**config.mk**
```make
export PLATFORM = sky130hd
export DESIGN_NAME = spell_mem_router_flat
export DESIGN_NICKNAME = d
export VERILOG_FILES = /design/src/rtl/spell_mem_router_if.sv /design/src/rtl/spell_mem_router.sv /design/src/flat_wrapper.sv
export SDC_FILE = /design/constraint.sdc
export NUM_CORES = 1
export LEC_CHECK = 0
export CAP_MARGIN = 20
export CELL_PAD_IN_SITES_DETAIL_PLACEMENT = 1
export CELL_PAD_IN_SITES_GLOBAL_PLACEMENT = 2
export CORE_MARGIN = 4
export CORE_UTILIZATION = 23
export CTS_CLUSTER_DIAMETER = 30
export CTS_CLUSTER_SIZE = 30
export DETAILED_ROUTE_END_ITERATION = 10
export GPL_TIMING_DRIVEN = 0
export PLACE_DENSITY_LB_ADDON = 0.1
export SYNTH_ARGS = -nofsm -noshare
export SYNTH_HDL_FRONTEND = slang
export SYNTH_SLANG_ARGS = --single-unit
```
**constraint.sdc**
```tcl
create_clock -name clk -period 2 [get_ports clk]
set_input_delay 0.3 -clock clk [delete_from_list [all_inputs] [get_ports clk]]
set_output_delay 0.3 -clock clk [all_outputs]
set_load 0.01 [all_outputs]
```
**src/rtl/spell_mem_router_if.sv**
```systemverilog
// spell_mem_router_if: CPU-side request/response plus internal-memory and IO target buses
interface spell_mem_router_if #(
  parameter int ADDR_W = 8,
  parameter int DATA_W = 8
);
  logic              select;
  logic              write;
  logic              memory_type_data;
  logic [ADDR_W-1:0] addr;
  logic [DATA_W-1:0] data_in;
  logic [DATA_W-1:0] data_out;
  logic              data_ready;
  logic              bus_error;
  logic              mem_select;
  logic              mem_write;
  logic              mem_type_data;
  logic [ADDR_W-1:0] mem_addr;
  logic [DATA_W-1:0] mem_wdata;
  logic [DATA_W-1:0] mem_rdata;
  logic              mem_ready;
  logic              io_select;
  logic              io_write;
  logic [ADDR_W-1:0] io_addr;
  logic [DATA_W-1:0] io_wdata;
  logic [DATA_W-1:0] io_rdata;
  logic              io_ready;
  modport slave (
    input  select, write, memory_type_data, addr, data_in,
    output data_out, data_ready, bus_error,
    output mem_select, mem_write, mem_type_data, mem_addr, mem_wdata,
    input  mem_rdata, mem_ready,
    output io_select, io_write, io_addr, io_wdata,
    input  io_rdata, io_ready
  );
  modport master (
    output select, write, memory_type_data, addr, data_in,
    input  data_out, data_ready, bus_error,
    input  mem_select, mem_write, mem_type_data, mem_addr, mem_wdata,
    output mem_rdata, mem_ready,
    input  io_select, io_write, io_addr, io_wdata,
    output io_rdata, io_ready
  );
endinterface

```
**src/rtl/spell_mem_router.sv**
```systemverilog
// spell_mem_router: routes one CPU access to internal memory or the IO window, with a wait timeout
module spell_mem_router #(
  parameter int ADDR_W   = 8,
  parameter int DATA_W   = 8,
  parameter int IO_BASE  = 'h20,
  parameter int IO_LIMIT = 'h60,
  parameter int TIMEOUT  = 15
) (
  input logic clk,
  input logic rst,
  spell_mem_router_if.slave bus
);
  typedef enum logic [1:0] {IDLE, MEM, IO, DONE} state_t;
  localparam logic [ADDR_W-1:0] BASE  = ADDR_W'(IO_BASE);
  localparam logic [ADDR_W-1:0] LIMIT = ADDR_W'(IO_LIMIT);
  localparam logic [7:0]        TO    = 8'(TIMEOUT);
  state_t            state_q, state_d;
  logic [ADDR_W-1:0] addr_q, addr_d;
  logic [DATA_W-1:0] wdata_q, wdata_d, dout_q, dout_d;
  logic              write_q, write_d, type_q, type_d;
  logic              rdy_q, rdy_d, err_q, err_d, msel_q, msel_d, isel_q, isel_d;
  logic [7:0]        cnt_q, cnt_d;
  logic              in_io, in_tgt, ready;
  logic [DATA_W-1:0] rdata;
  // an empty window (BASE >= LIMIT) falls out of the two unsigned compares
  assign in_io  = bus.memory_type_data && bus.addr >= BASE && bus.addr < LIMIT;
  assign in_tgt = state_q == MEM || state_q == IO;
  assign ready  = state_q == IO ? bus.io_ready : bus.mem_ready;
  assign rdata  = state_q == IO ? bus.io_rdata : bus.mem_rdata;
  always_comb begin
    state_d = state_q;
    addr_d  = addr_q;
    wdata_d = wdata_q;
    write_d = write_q;
    type_d  = type_q;
    dout_d  = dout_q;
    err_d   = err_q;
    cnt_d   = cnt_q;
    rdy_d   = 1'b0;
    if (state_q == IDLE && bus.select) begin
      addr_d  = bus.addr;
      wdata_d = bus.data_in;
      write_d = bus.write;
      type_d  = bus.memory_type_data;
      err_d   = 1'b0;
      cnt_d   = 8'd0;
      state_d = in_io ? IO : MEM;
    end else if (in_tgt && ready) begin
      dout_d  = write_q ? dout_q : rdata;
      rdy_d   = 1'b1;
      state_d = DONE;
    end else if (in_tgt) begin
      cnt_d = cnt_q + 8'd1;
      if (cnt_d == TO) begin
        dout_d  = '1;
        err_d   = 1'b1;
        rdy_d   = 1'b1;
        state_d = DONE;
      end
    end else if (state_q == DONE && !bus.select) begin
      state_d = IDLE;
    end
    msel_d = state_d == MEM;
    isel_d = state_d == IO;
  end
  always_ff @(posedge clk) begin
    if (rst) begin
      state_q <= IDLE;
      addr_q  <= '0;
      wdata_q <= '0;
      write_q <= 1'b0;
      type_q  <= 1'b0;
      dout_q  <= '0;
      rdy_q   <= 1'b0;
      err_q   <= 1'b0;
      msel_q  <= 1'b0;
      isel_q  <= 1'b0;
      cnt_q   <= 8'd0;
    end else begin
      state_q <= state_d;
      addr_q  <= addr_d;
      wdata_q <= wdata_d;
      write_q <= write_d;
      type_q  <= type_d;
      dout_q  <= dout_d;
      rdy_q   <= rdy_d;
      err_q   <= err_d;
      msel_q  <= msel_d;
      isel_q  <= isel_d;
      cnt_q   <= cnt_d;
    end
  end
  assign bus.data_out      = dout_q;
  assign bus.data_ready    = rdy_q;
  assign bus.bus_error     = err_q;
  assign bus.mem_select    = msel_q;
  assign bus.mem_write     = write_q;
  assign bus.mem_type_data = type_q;
  assign bus.mem_addr      = addr_q;
  assign bus.mem_wdata     = wdata_q;
  assign bus.io_select     = isel_q;
  assign bus.io_write      = write_q;
  assign bus.io_addr       = addr_q;
  assign bus.io_wdata      = wdata_q;
endmodule

```
**src/flat_wrapper.sv**
```systemverilog
// flat-port wrapper written by rule: the top's interface ports become plain ports
module spell_mem_router_flat 
#(
  parameter int ADDR_W   = 8,
  parameter int DATA_W   = 8,
  parameter int IO_BASE  = 'h20,
  parameter int IO_LIMIT = 'h60,
  parameter int TIMEOUT  = 15
)
  (clk, rst, bus_select, bus_write, bus_memory_type_data, bus_addr, bus_data_in, bus_data_out, bus_data_ready, bus_bus_error, bus_mem_select, bus_mem_write, bus_mem_type_data, bus_mem_addr, bus_mem_wdata, bus_mem_rdata, bus_mem_ready, bus_io_select, bus_io_write, bus_io_addr, bus_io_wdata, bus_io_rdata, bus_io_ready);
  spell_mem_router_if #(.ADDR_W(ADDR_W), .DATA_W(DATA_W)) bus_i ();
  input logic clk;
  input logic rst;
  input wire logic [$bits(bus_i.select)-1:0] bus_select;
  input wire logic [$bits(bus_i.write)-1:0] bus_write;
  input wire logic [$bits(bus_i.memory_type_data)-1:0] bus_memory_type_data;
  input wire logic [$bits(bus_i.addr)-1:0] bus_addr;
  input wire logic [$bits(bus_i.data_in)-1:0] bus_data_in;
  output wire logic [$bits(bus_i.data_out)-1:0] bus_data_out;
  output wire logic [$bits(bus_i.data_ready)-1:0] bus_data_ready;
  output wire logic [$bits(bus_i.bus_error)-1:0] bus_bus_error;
  output wire logic [$bits(bus_i.mem_select)-1:0] bus_mem_select;
  output wire logic [$bits(bus_i.mem_write)-1:0] bus_mem_write;
  output wire logic [$bits(bus_i.mem_type_data)-1:0] bus_mem_type_data;
  output wire logic [$bits(bus_i.mem_addr)-1:0] bus_mem_addr;
  output wire logic [$bits(bus_i.mem_wdata)-1:0] bus_mem_wdata;
  input wire logic [$bits(bus_i.mem_rdata)-1:0] bus_mem_rdata;
  input wire logic [$bits(bus_i.mem_ready)-1:0] bus_mem_ready;
  output wire logic [$bits(bus_i.io_select)-1:0] bus_io_select;
  output wire logic [$bits(bus_i.io_write)-1:0] bus_io_write;
  output wire logic [$bits(bus_i.io_addr)-1:0] bus_io_addr;
  output wire logic [$bits(bus_i.io_wdata)-1:0] bus_io_wdata;
  input wire logic [$bits(bus_i.io_rdata)-1:0] bus_io_rdata;
  input wire logic [$bits(bus_i.io_ready)-1:0] bus_io_ready;
  assign bus_i.select = bus_select;
  assign bus_i.write = bus_write;
  assign bus_i.memory_type_data = bus_memory_type_data;
  assign bus_i.addr = bus_addr;
  assign bus_i.data_in = bus_data_in;
  assign bus_data_out = bus_i.data_out;
  assign bus_data_ready = bus_i.data_ready;
  assign bus_bus_error = bus_i.bus_error;
  assign bus_mem_select = bus_i.mem_select;
  assign bus_mem_write = bus_i.mem_write;
  assign bus_mem_type_data = bus_i.mem_type_data;
  assign bus_mem_addr = bus_i.mem_addr;
  assign bus_mem_wdata = bus_i.mem_wdata;
  assign bus_i.mem_rdata = bus_mem_rdata;
  assign bus_i.mem_ready = bus_mem_ready;
  assign bus_io_select = bus_i.io_select;
  assign bus_io_write = bus_i.io_write;
  assign bus_io_addr = bus_i.io_addr;
  assign bus_io_wdata = bus_i.io_wdata;
  assign bus_i.io_rdata = bus_io_rdata;
  assign bus_i.io_ready = bus_io_ready;
  spell_mem_router #(.ADDR_W(ADDR_W), .DATA_W(DATA_W), .IO_BASE(IO_BASE), .IO_LIMIT(IO_LIMIT), .TIMEOUT(TIMEOUT)) u_core (.clk(clk), .rst(rst), .bus(bus_i));
endmodule
```
Word level (Yosys, flattened, before mapping). Index checks and enable logic that the tools add are counted.

Flip-flop bits (word level): 40. Input bits: 39. Output and inout bits: 47. Logic and storage cells: 52.

Order comparisons: 2. Equality and inequality tests: 7. Reductions and logical operators: 14. Muxes and demuxes: 15. Add/subtract/negate cells: 1. Bitwise logic cells: 2.

Operators by type and width (number): $mux 8 (5); $mux 2 (6); $add 8x1->8 const B (1); $eq 8x4->1 const B (1); $ge 8x6->1 const B (1); $lt 8x7->1 const B (1); $eq 2x2->1 const B (3); $logic_and 1x1->1 (5); $eq 2x1->1 const B (2); $mux 1 (4); $reduce_and 4->1 (1); $reduce_bool 2->1 (2); $reduce_and 3->1 (1); $logic_not 2->1 (1); $ne 2x2->1 const B (1); $not 1->1 (2); $reduce_and 2->1 (1); $reduce_or 2->1 (1); $logic_not 1->1 (1); $logic_or 1x1->1 (1).

Depth between registers and ports, before layout.
Word-level depth: 7. Mapped depth: 9. Gate-level depth less buffers: 7.

Worst setup path after synthesis. Ideal clock, no wire load.

Kind: register -> register. Start: reg u_core.state_q[0]. End: reg u_core.isel_q, in the netlist u_core.bus.io_select. Library setup time: 0.119 ns. Arrival time: 1.659 ns. Slack: 0.222 ns. Stages on the path, launching flop included: 7. Clock period less this slack: 1.778 ns. Cell sequence: dfxtp_1 -> inv_1 -> ha_1 -> or3b_2 -> nand2_1 -> a211oi_1 -> o221a_2.

Cells in the longest elaborated chain, start to end: 7.

Ends and longest elaborated chain: from (decl) (RTL line spell_mem_router.sv:17) `state_t state_q, state_d;`; from (signal assigned) (RTL line spell_mem_router.sv:80) `state_q <= state_d;`; $eq 2x2->1 (RTL line spell_mem_router.sv:60) `end else if (state_q == DONE && !bus.select) begin`; $logic_and 1x1->1 (RTL line spell_mem_router.sv:60); $mux 2 (RTL line spell_mem_router.sv:60); $mux 2 (RTL line spell_mem_router.sv:52) `end else if (in_tgt) begin`; $mux 2 (RTL line spell_mem_router.sv:48) `end else if (in_tgt && ready) begin`; $mux 2 * (RTL line spell_mem_router.sv:40) `if (state_q == IDLE && bus.select) begin`; $eq 2x2->1 * (RTL line spell_mem_router.sv:64) `isel_d = state_d == IO;`; to (signal assigned) (RTL line spell_mem_router.sv:89) `isel_q <= isel_d;`; to (decl) (RTL line spell_mem_router.sv:21) `logic rdy_q, rdy_d, err_q, err_d, msel_q, msel_d, isel_q, isel_d;`.

Mark *: on every way between the ends. The rest lies on a longest branch, timed or not. A chain may end at the register's enable or synchronous reset.

Final worst setup path.
Start: reg u_core.state_q[1]. End: reg u_core.isel_q, in the netlist u_core.bus.io_select.

Same word-level chain as after synthesis.

==> impl_metrics.yaml <==
floorplanning:
  start_util_pct: 23.6
  fp.dieH_um: 102
  rows: 34
  num_io_pins: 86
  die-area_um2: 10500
  coreArea_um2: 8680
  die_w_um: 102
global_routing:
  grt_max_degree: 12
  grt_pass1_wl_mm: 9.98
  grt_use_total_pct: 12.1
  antenna_found_initial: 0
  first_global_vias: 2003
  grt-ovfl-total: 0
logic_synthesis:
  synth_top_area_share_pct: 39.1
  synth_edf_count: 0
  syn_area_per_cell_um2: 8.39
  yosysSeqAreaShare_pct: 39.1
  yosys.area_share.xor_xnor_pct: 3.85
  synth_compound_area_share_pct: 22.2
  synthArstFlopShare_pct: 0
  yosysWarnings: 0
  synthSimpleGateAreaFrac_pct: 19.4
  synthTopCellsByArea: "dfxtp_1 39%, nand2_1 9.0%, buf_4 6.2%, a21oi_1 4.9%, o22a_2 3.9%"
  synthCells: 244
  ys_types: 43
  synthAdderAreaFrac_pct: 3.05
  synth_area_um2: 2050
  synth_mux_area_share_pct: 0
  syn_nets: 288
  ys.flop_type: "dfxtp_1"
  synth_top_family_by_area: "compound AO/OA/AOI/OAI gates"
  yosysTopAreaCell: "dfxtp_1"
  ys_seq_elements: 40
route:
  wire_per_inst_um: 13.7
  drtIter0Drc: 55
  vias: 2008
  drtAntennaViolNets: 0
  finalWirelength_mm: 6.06
  via_per_inst: 4.52
  first_pass_iters: 4
  drc: 0
clock_tree:
  cts.clk_slew.worst_paths_ns: 0.08
  htreeDepth: 2
  cts_tree: "built"
  cts_root_buf: "clkbuf_8"
  clock_latency_ns: 0.29
  cts.hold.buffers_added: 0
  numCtsBuffers: 5
  cts.sinks: 40
  clock_path_buffers: 2
pwr:
  p_leak_uw: 0.00112
  power.total_uw: 3250
  peakVddDrop_v: 0.000344
  power.density_nw_per_um2: 1040
setup_path:
  critPathLaunchType: "flop"
  worstPathArrival_ns: 2.05
  reg2reg_depth: 6
  cp_max_fo: 8
  path_class: "reg2reg"
  cp-end-kind: "flop"
  cp.required_ns: 2.18
cells_and_area:
  postLayoutCellArea_um2: 3130
  nets: 380
  drive_gt1_share_pct: 17.6
  multiInputGateArea_um2: 1010
  layout_common_cells: "84 x clkdlybuf4s50_1, 49 x nand2_1, 37 x dfxtp_1"
  layout_commonest_cell: "clkdlybuf4s50_1"
  regArea_um2: 805
  antennaDiodeCount: 0
  areaGrowthSynthToFinish_pct: 52.9
  fillerInstances: 1036
place:
  place_hpwl_mm: 4.61
  gp_congestion: 0.723
  port_buffers: 84
  place_area_um2: 3020
flow_run:
  max_cap_viol_count: 0
worst_hold_path:
  hp-class: "in2reg"
  holdPathStages: 2
sta:
  worst_slew_pin_slew_ns: 0.504
  rsz0062_at_grt: "false"
  period_share_pct: 93.3
  slew_headroom_pct: 66.4
  whs_ns: 0.252
  fmax_mhz: 536
  final-hold-violation-count: 0
  finalClockSkew_ns: 0.00432
  layout_min_cycle_time_ns: 1.87
  setup_violations: 0
  slew_violations: 0
outcome:
  outcome: "finished, final reports clean"
-- final cells by class --
cell class / count / share of cell area [%]
inverter: 12 / 1.44
tap: 108 / 4.31
buffer: 30 / 6.71
timing repair buffer: 85 / 27.1
clock buffer: 6 / 2.32
sequential: 40 / 25.7
multi-input combinational: 162 / 32.3
clock inverter: 1 / 0.160
-- synth_stat cells (all sizes together), types with 2 or more instances --
| library cell | number |
|---|---|
| ha | 5 |
| a211oi | 10 |
| buf | 21 |
| nor2 | 11 |
| dfxtp | 40 |
| xnor2 | 5 |
| a31oi | 2 |
| inv | 12 |
| o22ai | 8 |
| nand2b | 4 |
| and2 | 4 |
| a41oi | 3 |
| nand2 | 50 |
| a21oi | 20 |
| o22a | 8 |
| xor2 | 4 |
| or3 | 2 |
| o21ai | 6 |
| nor3 | 2 |
| nand3 | 8 |
| clkbuf | 8 |
-- report_power, final --
group	leakage, µW	internal, µW	switching [µW]	total (µW)
clock network	0.0000410	238	284	522
logic	0.000753	840	801	1640
registers	0.000328	957	127	1080
-- logic make-up after synthesis --
kind of cell / Yosys count
fa+ha+maj: 5
compound gates: 61
buf+inv: 42
xor+xnor: 9
flops: 40
simple gates: 87
-- per-stage QoR --
stage	util, %	instances	TNS [ns]	setup slack [ns]
after global placement	34.8	436	-2.14	-0.133
final	36.1	444	0	0.134
after global routing	36.1	444	0	0.0182
after floorplan	-	244	0	0.222
after CTS	35.9	443	0	0.00729
after detailed placement	34.8	436	-2.13	-0.137
-- per-layer routing --
layer	share of wire, %	GRT usage (%)	vias up
li1	-	-	998
met1	47	15.4	945
met2	45	19.7	58
met3	7.2	3.62	7
met4	1.2	3.63	0
met5	0	0	-
-- timing repair --
| action | CTS | global route |
|---|---|---|
| endpoints found under the setup margin | 6 | 24 |
| setup buffers | 0 | 1 |
| cloned | 0 | 0 |
| gates resized for setup | 4 | 10 |
| pin swaps | 1 | 2 |
| hold endpoints to repair | 0 | 0 |
-- worst max-delay path: stages (launching register included) --
cell      delay (ns)
dfxtp_1         0.40
inv_1           0.07
ha_2            0.33
or3b_2          0.50
nand2_1         0.13
a211oi_1        0.06
o221a_2         0.27
-- flip-flops by register name (all words and copies together), names as in the netlist, 2 cells and up --
register             flops
u_core.cnt_q             8
u_core.bus.io_addr       8
u_core.bus.data_out      8
u_core.state_q           2
u_core.bus.io_wdata      8
-- path summary, 6_finish.rpt --
check                         start                      to  slack, ns
min                             rst  u_core.bus.data_out[6]       0.25
max reg2reg       u_core.state_q[1]    u_core.bus.io_select       0.13
min reg2reg  u_core.bus.data_out[7]  u_core.bus.data_out[7]       0.47
max               u_core.state_q[1]    u_core.bus.io_select       0.13
Power figures use the tool's default switching activity.
==> patch 1: new RTL, config.mk and constraints unchanged <==
Make the reset (`rst`) asynchronous in one clocked block.
--- a/src/rtl/spell_mem_router.sv
+++ b/src/rtl/spell_mem_router.sv
@@ -64,5 +64,5 @@
     isel_d = state_d == IO;
   end
-  always_ff @(posedge clk) begin
+  always_ff @(posedge clk or posedge rst) begin
     if (rst) begin
       state_q <= IDLE;
Formal check against the unedited RTL: differs if rst is asserted again (counterexample within 4 cycles, from zero or initial values and one cycle with rst high); with rst held inactive, the same outputs for 10 cycles.
==> patch 1 against the original RTL <==
- synthesized cell count decreased by 9.0%
- clock skew decreased by 0.0012 ns
- routed wire length increased by 2.6%
- design area increased by 8.2%
- largest power group unchanged
- core utilization increased by 2.2 points
- sequential cell count unchanged
- combinational power increased by 73%
- sequential power increased by 29%
- critical endpoint is now u_core.bus.data_out[6]
- global-route usage decreased by 0.88 points
- first-iteration DRC count decreased by 62%
- synthesized area increased by 3.7%
- setup slack got worse by 0.052 ns
- fmax decreased by 2.7%
- total power increased by 51%
==> patch 1: results (changes against the original RTL) <==
ys flop type dfrtp_1 (was dfxtp_1); top post-synthesis cells by count nand2_1 (59), dfrtp_1 (40), buf_4 (17) (was nand2_1 (49), dfxtp_1 (40), a21oi_1 (20)); Setup Skew 0.00314 ns (was 0.00432 ns); Net Sw Power 1.72 mW (was 1.21 mW); dpl hpwl 4.64 mm (was 4.61 mm); vias per cell 4.35 (was 4.52); I/O Buffers 85 (was 84); RePlAce Congestion 0.728 (was 0.723); Final Net Count 370 (was 380); vias in the first global route 1947 (was 2003); worst vdd ir 0.512 mV (was 0.344 mV); post-synthesis sequential area ratio 47.1% (was 39.1%); outcome finished, final reports clean (unchanged); fill count 1001 (was 1036); largest net degree at the start of global routing 28 (was 12); total track usage 11.2% (was 12.1%); Synth Area in Adders 2.94% (was 3.05%); crit path max fanout 5 (was 8); DR iter-0 viols 21 (was 55); complex-gate fraction of the synthesized area 8.72% (was 22.2%); mux contribution to synthesized area 9.07% (was 0%); Synth async-reset ratio 100% (was 0%); proportion of layout cells with a drive suffix above 1 20.5% (was 17.6%); final WL 6.22 mm (was 6.06 mm); post-synthesis cell type count 40 (was 43); XOR/XNOR Fraction of Synth Area 2.89% (was 3.85%); relative slew slack 64.8% (was 66.4%); syn nets 266 (was 288); min-delay worst type primary input to async pin (was primary input to flop); Crit path arrival time 2.13 ns (was 2.05 ns); P_leak 1.49 nW (was 1.12 nW); ranking of synthesized cells by area dfrtp_1 (47%), nand2_1 (10%), buf_4 (6.0%), mux2_2 (4.2%), mux2i_1 (3.8%) (was dfxtp_1 (39%), nand2_1 (9.0%), buf_4 (6.2%), a21oi_1 (4.9%), o22a_2 (3.9%))
==> patch 1: power groups by stage <==
stage	Clock [mW]	Sequential, mW	Combinational [mW]
after floorplan	0	1.52	1.25
after global placement	0	1.42	2.58
after detailed placement	0	1.43	2.62
after CTS	0.687	1.41	2.76
after global routing	0.716	1.45	3.11
final	0.660	1.39	2.84
==> patch 1: final cells by class <==
cell class | count | area [sq um] | share of cell area, %
buffer | 24 | 173 | 5.09
clock buffer | 6 | 72.6 | 2.14
clock inverter | 2 | 35.0 | 1.03
inverter | 6 | 22.5 | 0.664
multi-input combinational | 151 | 976 | 28.8
sequential | 40 | 1000 | 29.6
tap | 108 | 135 | 3.99
timing repair buffer | 98 | 973 | 28.7
==> patch 1: logic make-up after synthesis <==
| kind of cell | Yosys count |
|---|---|
| and+or+nand+nor | 92 |
| adders and majority gates | 5 |
| muxes | 17 |
| buffers and inverters | 32 |
| xor gates and xnor gates | 7 |
| AOI/OAI and AO/OA | 29 |
| DFF | 40 |
==> patch 1: final timing paths <==
check	from	to	slack (ns)	cells after the start
max	u_core.cnt_q[1]	u_core.bus.data_out[6]	0.08	5
min	rst	u_core.bus.io_wdata[2]	0.28	2
max reg2reg	u_core.cnt_q[1]	u_core.bus.data_out[6]	0.08	5
min reg2reg	u_core.bus.mem_type_data	u_core.bus.mem_type_data	0.48	2
max in group asynchronous	rst	u_core.bus.io_write	1.26	3
min in group clk	u_core.bus.mem_type_data	u_core.bus.mem_type_data	0.48	2
==> patch 1: metal layers <==
layer | global-route usage [%] | wire, um
met5 | 0 | 0
met4 | 2.56 | 41
met3 | 3.04 | 275
met2 | 19.3 | 3020
met1 | 14.0 | 2880
==> patch 1: repair_timing <==
item / 4_1_cts / 5_1_grt
gates cloned: 0 / 1
hold buffers: 0 / 0
resized for setup: 8 / 8
setup buffers: 4 / 8
endpoints found under the setup margin: 24 / 28
pin swaps: 1 / 2
==> patch 1: worst max-delay path, cell delays in order (launching register included) <==
cell,delay [ns]
dfrtp_2,0.45
ha_4,0.19
and3_4,0.18
or4_4,0.52
a211o_4,0.39
o21ai_1,0.12
==> patch 1: stage by stage <==
step / total power, mW / area [sq um] / util, % / setup slack (ns) / std cells
floorplan: 2.77 / 2120 / - / 0.0235 / 222
global placement: 4.00 / 3110 / 35.2 / -0.300 / 415
detailed placement: 4.05 / 3130 / 35.4 / -0.298 / 416
CTS: 4.85 / 3300 / 37.3 / 0.00769 / 427
global route: 5.28 / 3390 / 38.3 / -0.00418 / 435
finish: 4.90 / 3390 / 38.3 / 0.0823 / 435
==> patch 2: new RTL, config.mk and constraints unchanged <==
Without the edit above. `DATA_W` is set to 8 in 3 places; all go to 6.
--- a/src/rtl/spell_mem_router_if.sv
+++ b/src/rtl/spell_mem_router_if.sv
@@ -2,5 +2,5 @@
 interface spell_mem_router_if #(
   parameter int ADDR_W = 8,
-  parameter int DATA_W = 8
+  parameter int DATA_W = 6
 );
   logic              select;
--- a/src/rtl/spell_mem_router.sv
+++ b/src/rtl/spell_mem_router.sv
@@ -2,5 +2,5 @@
 module spell_mem_router #(
   parameter int ADDR_W   = 8,
-  parameter int DATA_W   = 8,
+  parameter int DATA_W   = 6,
   parameter int IO_BASE  = 'h20,
   parameter int IO_LIMIT = 'h60,
--- a/src/flat_wrapper.sv
+++ b/src/flat_wrapper.sv
@@ -3,5 +3,5 @@
 #(
   parameter int ADDR_W   = 8,
-  parameter int DATA_W   = 8,
+  parameter int DATA_W   = 6,
   parameter int IO_BASE  = 'h20,
   parameter int IO_LIMIT = 'h60,
Ports: changed (6 resized); port bits go from 86 to 74. No check against the original RTL was run, so the function may have changed too.
==> patch 2 against the original RTL <==
- sequential cell count is 4 lower
- fmax grew 0.13%
- cell count fell by 11%
- count of clock-buffer cells in the layout unchanged
- synthesized cell count down 14%
- routed wire length fell by 16%
- sequential share of layout area fell by 0.066 points
- die area fell by 11%
- synthesized area shrank 11%
- design area decreased by 10%
- core utilization is 0.50 points higher
- setup slack gained 0.0024 ns
Power is not compared: it rests on default switching activity, and its combinational part moved more than twofold at a synthesized area within 25%.
==> patch 2: results (changes against the original RTL) <==
Clock Latency Late Sink 0.29 ns (about the same); RePlAce Congestion 0.729 (was 0.723); vias per cell 4.33 (was 4.52); M1 GR Usage 15.5% (was 15.4%); Placed Instances 384 (was 436); ranking of synthesized cells by area dfxtp_1 (40%), nand2_1 (7.4%), buf_4 (6.6%), a21oi_1 (5.5%), nor2_1 (4.3%) (was dfxtp_1 (39%), nand2_1 (9.0%), buf_4 (6.2%), a21oi_1 (4.9%), o22a_2 (3.9%)); vias in the first global route 1745 (was 2003); post-synthesis cell type count 38 (was 43); yosys warns 0 (unchanged); seq pwr 0.833 mW; placed inst area 2660 sq um (was 3020 sq um); M2 GR Usage 17.2% (was 19.7%); clock root buffer clkbuf_8 (unchanged); P_leak 1.04 nW; final WL 5.11 mm (was 6.06 mm); post-synthesis sequential area ratio 39.7% (was 39.1%); Crit path arrival time 2.08 ns (was 2.05 ns); sequential share of power 37.8%; I/O Buffers 72 (was 84); drt pass-1 iters 4 (unchanged); Setup Skew 0.00695 ns (was 0.00432 ns); Comb. pwr 0.730 mW; dpl hpwl 3.89 mm (was 4.61 mm); CTS buffer count 5 (unchanged); worst vdd ir 0.251 mV; top post-synthesis cells by count dfxtp_1 (36), nand2_1 (36), nor2_1 (21) (was nand2_1 (49), dfxtp_1 (40), a21oi_1 (20)); proportion of layout cells with a drive suffix above 1 17.5% (was 17.6%); crit path max fanout 9 (was 8); CP top delay family simple AND/OR/NAND/NOR gates (unchanged); H-tree depth reported by CTS 2 (unchanged); mean post-synth cell area 8.64 sq um (was 8.39 sq um); initial antenna violation count 0 (unchanged); Final Non-Filler Cells 393 (was 444); Place WS -0.172 ns (was -0.137 ns); Clock Path Buffers 2 (unchanged); DR iter-0 viols 37 (was 55); Synth async-reset ratio 0% (unchanged); outcome finished, final reports clean (unchanged); worst slew pin tran 0.757 ns (was 0.504 ns); GRT met3 Usage 2.96% (was 3.62%); Max stage delay on crit path 0.37 ns (was 0.50 ns); Final Net Count 328 (was 380); CP max stage cell dfxtp_1 (was or3b_2); cell internal pwr 1.54 mW; first-pass GRT wire length 8.79 mm (was 9.98 mm); syn nets 248 (was 288); largest net degree at the start of global routing 12 (unchanged); Reg clk slew, reported paths 0.08 ns (about the same); total track usage 11.5% (was 12.1%)
## patch 2: changes by cell type in the layout (fill, tap and decap cells not counted), moves of 6 or more
cell and delta:
clkdlybuf4s50_1 -12, o22ai_1 -6, nor2_1 +9, o22a_2 -8, mux2i_1 +6, a31o_2 +6, inv_1 -7, nand2_1 -13
## patch 2: final cells by class
type,instances,area (sq um)
fill,919,4870
multi-input combinational,141,902
timing repair buffer,73,728
sequential,36,721
buffer,27,201
tap,102,128
clock buffer,6,72.6
clock inverter,2,35.0
inverter,6,25.0
## patch 2: layer usage
metal / vias to the layer above / share of wire (%)
li1: 858 / -
met5: - / 0
met3: 6 / 5.1
met2: 49 / 43
met4: 0 / 1.8
met1: 787 / 50
## patch 2: cells by family (layout without fill, tap and decap cells)
kind of cell             count (synthesis)  after routing  share of synthesized area [%]
AO/OA/AOI/OAI                           42             42                           14.8
XOR/XNOR                                 8              8                           3.86
adder cells (fa/ha/maj)                  5              5                           3.45
buffers and inverters                   33            114                           11.9
flip-flops                              36             36                           39.7
multiplexers                             7              7                           4.07
AND/OR/NAND/NOR                         79             79                           22.1
## patch 2: worst paths after layout
path / startpoint / to / slack (ns) / cells past startpoint
setup / recovery: u_core.state_q[0] / u_core.cnt_q[4] / 0.14 / 8
hold / removal: rst / u_core.bus.data_out[4] / 0.33 / 3
setup reg to reg: u_core.state_q[0] / u_core.cnt_q[4] / 0.14 / 8
hold reg to reg: u_core.bus.mem_type_data / u_core.bus.mem_type_data / 0.47 / 2
## patch 2: what timing repair did
item,in CTS,in global routing
setup endpoints to repair,6,12
cloned,0,0
setup buffers,0,1
gates resized for setup,2,12
hold endpoints to repair,0,0
